--- src/rtl/ahb_master_arbiter_if.sv ---
// Bundle of the two private AHB-Lite master ports and the shared AHB-Lite bus
// seen by the two-master arbiter.
interface ahb_master_arbiter_if;
    // Master 0 (icache fill engine)
    logic [31:0] m0_HADDR;
    logic [1:0]  m0_HTRANS;
    logic        m0_HWRITE;
    logic [2:0]  m0_HSIZE;
    logic [2:0]  m0_HBURST;
    logic [3:0]  m0_HPROT;
    logic [31:0] m0_HWDATA;
    logic [31:0] m0_HRDATA;
    logic        m0_HREADY;
    logic        m0_HRESP;

    // Master 1 (data-side uncached / peripheral port)
    logic [31:0] m1_HADDR;
    logic [1:0]  m1_HTRANS;
    logic        m1_HWRITE;
    logic [2:0]  m1_HSIZE;
    logic [2:0]  m1_HBURST;
    logic [3:0]  m1_HPROT;
    logic [31:0] m1_HWDATA;
    logic [31:0] m1_HRDATA;
    logic        m1_HREADY;
    logic        m1_HRESP;

    // Shared bus
    logic [31:0] HADDR;
    logic [1:0]  HTRANS;
    logic        HWRITE;
    logic [2:0]  HSIZE;
    logic [2:0]  HBURST;
    logic [3:0]  HPROT;
    logic [31:0] HWDATA;
    logic [31:0] HRDATA;
    logic        HREADY;
    logic        HRESP;

    // Arbiter view: drives the shared bus and the private responses.
    modport master (
        input  m0_HADDR, m0_HTRANS, m0_HWRITE, m0_HSIZE, m0_HBURST, m0_HPROT, m0_HWDATA,
        output m0_HRDATA, m0_HREADY, m0_HRESP,
        input  m1_HADDR, m1_HTRANS, m1_HWRITE, m1_HSIZE, m1_HBURST, m1_HPROT, m1_HWDATA,
        output m1_HRDATA, m1_HREADY, m1_HRESP,
        output HADDR, HTRANS, HWRITE, HSIZE, HBURST, HPROT, HWDATA,
        input  HRDATA, HREADY, HRESP
    );

    // Environment view: the two masters plus the downstream slave.
    modport slave (
        output m0_HADDR, m0_HTRANS, m0_HWRITE, m0_HSIZE, m0_HBURST, m0_HPROT, m0_HWDATA,
        input  m0_HRDATA, m0_HREADY, m0_HRESP,
        output m1_HADDR, m1_HTRANS, m1_HWRITE, m1_HSIZE, m1_HBURST, m1_HPROT, m1_HWDATA,
        input  m1_HRDATA, m1_HREADY, m1_HRESP,
        input  HADDR, HTRANS, HWRITE, HSIZE, HBURST, HPROT, HWDATA,
        output HRDATA, HREADY, HRESP
    );
endinterface

--- src/rtl/ahb_master_arbiter.sv ---
// Two-master AHB-Lite arbiter: muxes address/control by the address-phase owner,
// routes write data and responses by the data-phase owner, stalls the loser via HREADY.
module ahb_master_arbiter #(
    parameter bit PRIORITY_MODE = 1'b0,
    parameter bit PARK_MASTER   = 1'b0
) (
    input  logic                        HCLK,
    input  logic                        HRESETn,
    ahb_master_arbiter_if.master        bus,
    output logic                        owner
);

    localparam logic [1:0] TrIdle       = 2'b00;
    localparam logic [1:0] TrBusy       = 2'b01;
    localparam logic [1:0] TrNonseq     = 2'b10;
    localparam logic [1:0] TrSeq        = 2'b11;
    localparam logic [2:0] BurstSingle  = 3'b000;

    logic owner_q;
    logic last_q;
    logic lock_q;
    logic hold_q;
    logic dp_valid_q;
    logic dp_owner_q;

    logic       grant;
    logic [1:0] owner_trans;
    logic       locked;
    logic       owner_dp;
    logic       arb_ok;
    logic       req0;
    logic       req1;

    // Arbitration
    always_comb begin
        owner_trans = owner_q ? bus.m1_HTRANS : bus.m0_HTRANS;
        locked      = lock_q && ((owner_trans == TrSeq) || (owner_trans == TrBusy));
        owner_dp    = dp_valid_q && (dp_owner_q == owner_q);
        arb_ok      = !locked && !hold_q && ((owner_trans == TrIdle) || !owner_dp);
        req0        = (bus.m0_HTRANS == TrNonseq);
        req1        = (bus.m1_HTRANS == TrNonseq);

        grant = owner_q;
        if (arb_ok) begin
            unique case ({req1, req0})
                2'b00:   grant = PARK_MASTER;
                2'b01:   grant = 1'b0;
                2'b10:   grant = 1'b1;
                default: grant = PRIORITY_MODE ? 1'b0 : ~last_q;
            endcase
        end
    end

    // Address and control follow the grant with no added cycle.
    always_comb begin
        if (grant) begin
            bus.HADDR  = bus.m1_HADDR;
            bus.HTRANS = bus.m1_HTRANS;
            bus.HWRITE = bus.m1_HWRITE;
            bus.HSIZE  = bus.m1_HSIZE;
            bus.HBURST = bus.m1_HBURST;
            bus.HPROT  = bus.m1_HPROT;
        end else begin
            bus.HADDR  = bus.m0_HADDR;
            bus.HTRANS = bus.m0_HTRANS;
            bus.HWRITE = bus.m0_HWRITE;
            bus.HSIZE  = bus.m0_HSIZE;
            bus.HBURST = bus.m0_HBURST;
            bus.HPROT  = bus.m0_HPROT;
        end
    end

    // Data-phase routing and per-master ready/response.
    always_comb begin
        bus.HWDATA    = dp_owner_q ? bus.m1_HWDATA : bus.m0_HWDATA;
        bus.m0_HRDATA = bus.HRDATA;
        bus.m1_HRDATA = bus.HRDATA;
        bus.m0_HRESP  = (dp_valid_q && !dp_owner_q) ? bus.HRESP : 1'b0;
        bus.m1_HRESP  = (dp_valid_q &&  dp_owner_q) ? bus.HRESP : 1'b0;

        if (dp_valid_q && !dp_owner_q) begin
            bus.m0_HREADY = bus.HREADY;
        end else if (!grant) begin
            bus.m0_HREADY = bus.HREADY;
        end else begin
            bus.m0_HREADY = (bus.m0_HTRANS == TrIdle);
        end

        if (dp_valid_q && dp_owner_q) begin
            bus.m1_HREADY = bus.HREADY;
        end else if (grant) begin
            bus.m1_HREADY = bus.HREADY;
        end else begin
            bus.m1_HREADY = (bus.m1_HTRANS == TrIdle);
        end

        owner = grant;
    end

    always_ff @(posedge HCLK or negedge HRESETn) begin
        if (!HRESETn) begin
            owner_q    <= PARK_MASTER;
            last_q     <= 1'b1;
            lock_q     <= 1'b0;
            hold_q     <= 1'b0;
            dp_valid_q <= 1'b0;
            dp_owner_q <= 1'b0;
        end else begin
            owner_q <= grant;
            // A stretched address phase freezes ownership until it completes.
            hold_q  <= !bus.HREADY && (bus.HTRANS != TrIdle);
            if (bus.HREADY && (bus.HTRANS == TrNonseq)) begin
                last_q <= grant;
            end
            if (bus.HREADY) begin
                if ((bus.HTRANS == TrNonseq) && (bus.HBURST != BurstSingle)) begin
                    lock_q <= 1'b1;
                end else if ((bus.HTRANS == TrIdle) || (bus.HTRANS == TrNonseq)) begin
                    lock_q <= 1'b0;
                end
                dp_valid_q <= bus.HTRANS[1];
                dp_owner_q <= grant;
            end
        end
    end

endmodule
--- src/flat_wrapper.sv ---
// flat-port wrapper written by rule: the top's interface ports become plain ports
module ahb_master_arbiter_flat 
#(
    parameter bit PRIORITY_MODE = 1'b0,
    parameter bit PARK_MASTER   = 1'b0
)
  (HCLK, HRESETn, owner, bus_m0_HADDR, bus_m0_HTRANS, bus_m0_HWRITE, bus_m0_HSIZE, bus_m0_HBURST, bus_m0_HPROT, bus_m0_HWDATA, bus_m0_HRDATA, bus_m0_HREADY, bus_m0_HRESP, bus_m1_HADDR, bus_m1_HTRANS, bus_m1_HWRITE, bus_m1_HSIZE, bus_m1_HBURST, bus_m1_HPROT, bus_m1_HWDATA, bus_m1_HRDATA, bus_m1_HREADY, bus_m1_HRESP, bus_HADDR, bus_HTRANS, bus_HWRITE, bus_HSIZE, bus_HBURST, bus_HPROT, bus_HWDATA, bus_HRDATA, bus_HREADY, bus_HRESP);
  ahb_master_arbiter_if bus_i ();
  input  logic HCLK;
  input  logic HRESETn;
  output logic owner;
  input wire logic [$bits(bus_i.m0_HADDR)-1:0] bus_m0_HADDR;
  input wire logic [$bits(bus_i.m0_HTRANS)-1:0] bus_m0_HTRANS;
  input wire logic [$bits(bus_i.m0_HWRITE)-1:0] bus_m0_HWRITE;
  input wire logic [$bits(bus_i.m0_HSIZE)-1:0] bus_m0_HSIZE;
  input wire logic [$bits(bus_i.m0_HBURST)-1:0] bus_m0_HBURST;
  input wire logic [$bits(bus_i.m0_HPROT)-1:0] bus_m0_HPROT;
  input wire logic [$bits(bus_i.m0_HWDATA)-1:0] bus_m0_HWDATA;
  output wire logic [$bits(bus_i.m0_HRDATA)-1:0] bus_m0_HRDATA;
  output wire logic [$bits(bus_i.m0_HREADY)-1:0] bus_m0_HREADY;
  output wire logic [$bits(bus_i.m0_HRESP)-1:0] bus_m0_HRESP;
  input wire logic [$bits(bus_i.m1_HADDR)-1:0] bus_m1_HADDR;
  input wire logic [$bits(bus_i.m1_HTRANS)-1:0] bus_m1_HTRANS;
  input wire logic [$bits(bus_i.m1_HWRITE)-1:0] bus_m1_HWRITE;
  input wire logic [$bits(bus_i.m1_HSIZE)-1:0] bus_m1_HSIZE;
  input wire logic [$bits(bus_i.m1_HBURST)-1:0] bus_m1_HBURST;
  input wire logic [$bits(bus_i.m1_HPROT)-1:0] bus_m1_HPROT;
  input wire logic [$bits(bus_i.m1_HWDATA)-1:0] bus_m1_HWDATA;
  output wire logic [$bits(bus_i.m1_HRDATA)-1:0] bus_m1_HRDATA;
  output wire logic [$bits(bus_i.m1_HREADY)-1:0] bus_m1_HREADY;
  output wire logic [$bits(bus_i.m1_HRESP)-1:0] bus_m1_HRESP;
  output wire logic [$bits(bus_i.HADDR)-1:0] bus_HADDR;
  output wire logic [$bits(bus_i.HTRANS)-1:0] bus_HTRANS;
  output wire logic [$bits(bus_i.HWRITE)-1:0] bus_HWRITE;
  output wire logic [$bits(bus_i.HSIZE)-1:0] bus_HSIZE;
  output wire logic [$bits(bus_i.HBURST)-1:0] bus_HBURST;
  output wire logic [$bits(bus_i.HPROT)-1:0] bus_HPROT;
  output wire logic [$bits(bus_i.HWDATA)-1:0] bus_HWDATA;
  input wire logic [$bits(bus_i.HRDATA)-1:0] bus_HRDATA;
  input wire logic [$bits(bus_i.HREADY)-1:0] bus_HREADY;
  input wire logic [$bits(bus_i.HRESP)-1:0] bus_HRESP;
  assign bus_i.m0_HADDR = bus_m0_HADDR;
  assign bus_i.m0_HTRANS = bus_m0_HTRANS;
  assign bus_i.m0_HWRITE = bus_m0_HWRITE;
  assign bus_i.m0_HSIZE = bus_m0_HSIZE;
  assign bus_i.m0_HBURST = bus_m0_HBURST;
  assign bus_i.m0_HPROT = bus_m0_HPROT;
  assign bus_i.m0_HWDATA = bus_m0_HWDATA;
  assign bus_m0_HRDATA = bus_i.m0_HRDATA;
  assign bus_m0_HREADY = bus_i.m0_HREADY;
  assign bus_m0_HRESP = bus_i.m0_HRESP;
  assign bus_i.m1_HADDR = bus_m1_HADDR;
  assign bus_i.m1_HTRANS = bus_m1_HTRANS;
  assign bus_i.m1_HWRITE = bus_m1_HWRITE;
  assign bus_i.m1_HSIZE = bus_m1_HSIZE;
  assign bus_i.m1_HBURST = bus_m1_HBURST;
  assign bus_i.m1_HPROT = bus_m1_HPROT;
  assign bus_i.m1_HWDATA = bus_m1_HWDATA;
  assign bus_m1_HRDATA = bus_i.m1_HRDATA;
  assign bus_m1_HREADY = bus_i.m1_HREADY;
  assign bus_m1_HRESP = bus_i.m1_HRESP;
  assign bus_HADDR = bus_i.HADDR;
  assign bus_HTRANS = bus_i.HTRANS;
  assign bus_HWRITE = bus_i.HWRITE;
  assign bus_HSIZE = bus_i.HSIZE;
  assign bus_HBURST = bus_i.HBURST;
  assign bus_HPROT = bus_i.HPROT;
  assign bus_HWDATA = bus_i.HWDATA;
  assign bus_i.HRDATA = bus_HRDATA;
  assign bus_i.HREADY = bus_HREADY;
  assign bus_i.HRESP = bus_HRESP;
  ahb_master_arbiter #(.PRIORITY_MODE(PRIORITY_MODE), .PARK_MASTER(PARK_MASTER)) u_core (.HCLK(HCLK), .HRESETn(HRESETn), .bus(bus_i), .owner(owner));
endmodule
--- config.mk ---
export PLATFORM = sky130hd
export DESIGN_NAME = ahb_master_arbiter_flat
export DESIGN_NICKNAME = d
export VERILOG_FILES = /design/src/rtl/ahb_master_arbiter_if.sv /design/src/rtl/ahb_master_arbiter.sv /design/src/flat_wrapper.sv
export SDC_FILE = /design/constraint.sdc
export NUM_CORES = 1
export LEC_CHECK = 0
export CAP_MARGIN = 5
export CORE_AREA = 2 2 130 132
export CTS_CLUSTER_DIAMETER = 120
export DETAILED_ROUTE_END_ITERATION = 8
export DIE_AREA = 0 0 132 134
export SLEW_MARGIN = 10
export SYNTH_ARGS = -nofsm -noshare
export SYNTH_HDL_FRONTEND = slang
export SYNTH_SLANG_ARGS = --single-unit
--- constraint.sdc ---
create_clock -name HCLK -period 3.9 [get_ports HCLK]
set_input_delay 0.78 -clock HCLK [delete_from_list [all_inputs] [get_ports HCLK]]
set_output_delay 0.78 -clock HCLK [all_outputs]
set_load 0.01 [all_outputs]
==> metrics.cfg <==
[worst_setup_path]
slowest_stage = clkdlybuf4s50_1
crit_chain = clkdlybuf4s50_1 -> nor2b_1 -> a21oi_4 -> nor2_8 -> clkbuf_16 -> mux2_2 -> clkdlybuf4s50_1
crit_type = in2out
cp.arrival_ns = 3.02
crit_fanout = 17
cp_top_family = buffers and inverters
crit_required_ns = 3.12
slowest_delay_ns = 0.57
path_buf_inv = 3
critPathCaptureType = output port
setup.worst_path.start_class = input port
cp_common_cell = clkdlybuf4s50_1

[cells_and_area]
diodes = 0
final_cells = 598
fin_nets = 569
fill_cells = 1709
syn_to_final_growth_pct = 121
drive_gt1_frac = 0.270

[placed_design]
post-place-ws_ns = 0.0243
portBuffers = 239
dp_hpwl_mm = 8.44
routabilityCongestion = 0.850
dp_cells = 593

[clock_tree]
cts_root_buf = clkbuf_16
post-cts-setup-buffer-count = 0
htree_levels = 1
clockBufferDepth = 2
clk_pin_slew_ns = 0.03
cts_buffers = 3
postCtsHoldBufs = 0
clock-sinks = 6
clk_latency_ns = 0.23
cts_tree = built

[sta]
hold_viol = 0
fmax_ghz = 0.263
setup_viol = 0
slew_headroom = 0.700
finalClockSkew_ns = 0.00109
grt_setup_unrepaired = no
setup_ws_ns = 0.0997
final_max_slew_viol_count = 0
worst-slew-pin-transition_ns = 0.450
finalCritPeriodShare = 0.974
min_period_ns = 3.80
whs_ns = 0.493
tns_ns = 0

[synth]
yosys-top-cells-area = mux2_2 44%, buf_4 25%, dfrtp_1 6.6%
synth_fp_nets = 389
synth.top_cell.area_share = 0.443
synthCells = 199
synth_warnings = 0
synth.avg_cell_area_sq_um = 9.59
ys_seq_area_frac = 0.0793
ys_types = 33
synthArstFlopShare = 1.00
syn_area_sq_um = 1910
synth_edf_count = 0
ys_seq_elements = 6
ys.flop_type = dfrtp_1
yosysTopAreaCell = mux2_2

[status]
status = complete, no violations

[detailed_routing]
met2_length_mm = 4.82
drt_pre_antenna_iters = 4
met1_length_mm = 3.38
drt.antenna.violating_nets = 0
drt_iter0_drc = 19
avgViaCountPerCell = 3.64
topRoutingLayerUsed = met4
wl_mm = 9.82
route.detailed.drc = 0
num_vias = 2175
wl_met3_mm = 1.45
detail_route.wl_per_cell_um = 16.4

[pwr]
p_sw_frac = 0.357
power.switching_uw = 612
combPwrFrac = 0.829
power.internal_mw = 1.10
p_leak_nw = 1.55
finalPower_mw = 1.71
vdd_drop_max_uv = 167
seqPwrFrac = 0.071
p_per_area_nw_per_um2 = 407
clkPwrFrac = 0.099

[die]
ios = 336
start_util = 0.117
num_rows = 47
dieHeight_um = 134
die_area_sq_um = 17700
die_w_um = 132
core_sq_um = 16300

[grt]
grtUsageTotal = 0.103
grt_max_degree = 35
grt_pass1_wl_mm = 14.0
grt.overflow.total = 0
grt_pass1_vias = 2372
antenna_found_initial = 1

[min_path]
hold_class = reg2reg

[run]
maxCapViolCount = 0

## worst register-to-register path, delay by kind of cell, from the launching register on
| family | cells | cell delay [ns] |
|---|---|---|
| AO/OA/AOI/OAI | 3 | 0.81 |
| buffers and inverters | 1 | 0.20 |
| flip-flops | 1 | 0.46 |
| AND/OR/NAND/NOR | 3 | 0.45 |
## state kept, by name (all words and copies together), names as in the netlist
register,cells
u_core.dp_owner_q,1
u_core.dp_valid_q,1
u_core.hold_q,1
u_core.last_q,1
u_core.lock_q,1
u_core.owner_q,1
## Yosys cell counts (all sizes together) (2+ instances only)
cell type / n
mux2: 79
buf: 70
a21oi: 5
dfrtp: 5
nor2: 5
clkbuf: 4
nand2: 4
o21ai: 4
nor2b: 3
nor3: 2
o31ai: 2
## per-stage QoR
stage	utilization	area, sq um
floorplan	-	1910
CTS	0.256	4170
finish	0.259	4220
global placement	0.251	4090
global route	0.259	4220
detailed placement	0.251	4090
## power by group through the flow
| stage | combinational, mW | clock [mW] | sequential (mW) |
|---|---|---|---|
| global placement | 1.39 | 0 | 0.121 |
| floorplan | 0.778 | 0 | 0.107 |
| detailed placement | 1.40 | 0 | 0.122 |
| CTS | 1.42 | 0.173 | 0.121 |
| global route | 1.51 | 0.178 | 0.125 |
| finish | 1.42 | 0.170 | 0.122 |
## final cells by class
class / instances / area (sq um) / share of cell area
multi-input combinational: 118 / 1200 / 0.285
tap: 220 / 275 / 0.0653
clock buffer: 4 / 78.8 / 0.0187
inverter: 1 / 3.75 / 0.000890
sequential: 6 / 151 / 0.0359
timing repair buffer: 249 / 2510 / 0.595
## cells by family (layout without fill, tap and decap cells)
kind of cell	count (synthesis)	in the layout	share of synthesized area
buf+inv	75	254	0.297
compound gates	18	18	0.0767
simple gates	20	20	0.0675
mux	80	80	0.479
flops	6	6	0.0793
## cells in the final DEF, fill, tap and decap left out, types with 2 or more instances in the layout
cell type        instances
clkdlybuf4s50_1        235
mux2_2                  75
buf_4                    8
dfrtp_1                  5
nand2_1                  4
a21oi_1                  4
mux2_4                   4
clkbuf_16                4
nor2_1                   3
dlymetal6s2s_1           3
nor2b_1                  2
o21ai_0                  2
nor3_1                   2
o31ai_1                  2
## path summary, 6_finish.rpt
| kind | slack (ns) | cells past startpoint | from | end |
|---|---|---|---|---|
| max | 0.1 | 7 | bus_m1_HTRANS[1] | bus_HADDR[18] |
| min | 0.49 | 2 | u_core.last_q | u_core.last_q |
| max reg2reg | 1.85 | 7 | u_core.dp_valid_q | u_core.lock_q |
| min reg2reg | 0.49 | 2 | u_core.last_q | u_core.last_q |
| max in group asynchronous | 2.83 | 1 | HRESETn | u_core.last_q |
| min in group asynchronous | 0.80 | 1 | HRESETn | u_core.dp_valid_q |
## routing by layer
layer | vias to the layer above | GRT usage
li1 | 997 | -
met1 | 947 | 0.104
met2 | 200 | 0.189
met3 | 31 | 0.0537
met4 | 0 | 0.0175
met5 | - | 0
## repair_timing
item | 4_1_cts | 5_1_grt
pin swaps | 0 | 1
endpoints found under the setup margin | 2 | 37
gates cloned | 0 | 1
gates resized for setup | 1 | 6
Note: power is estimated with default switching activity, not from simulation.
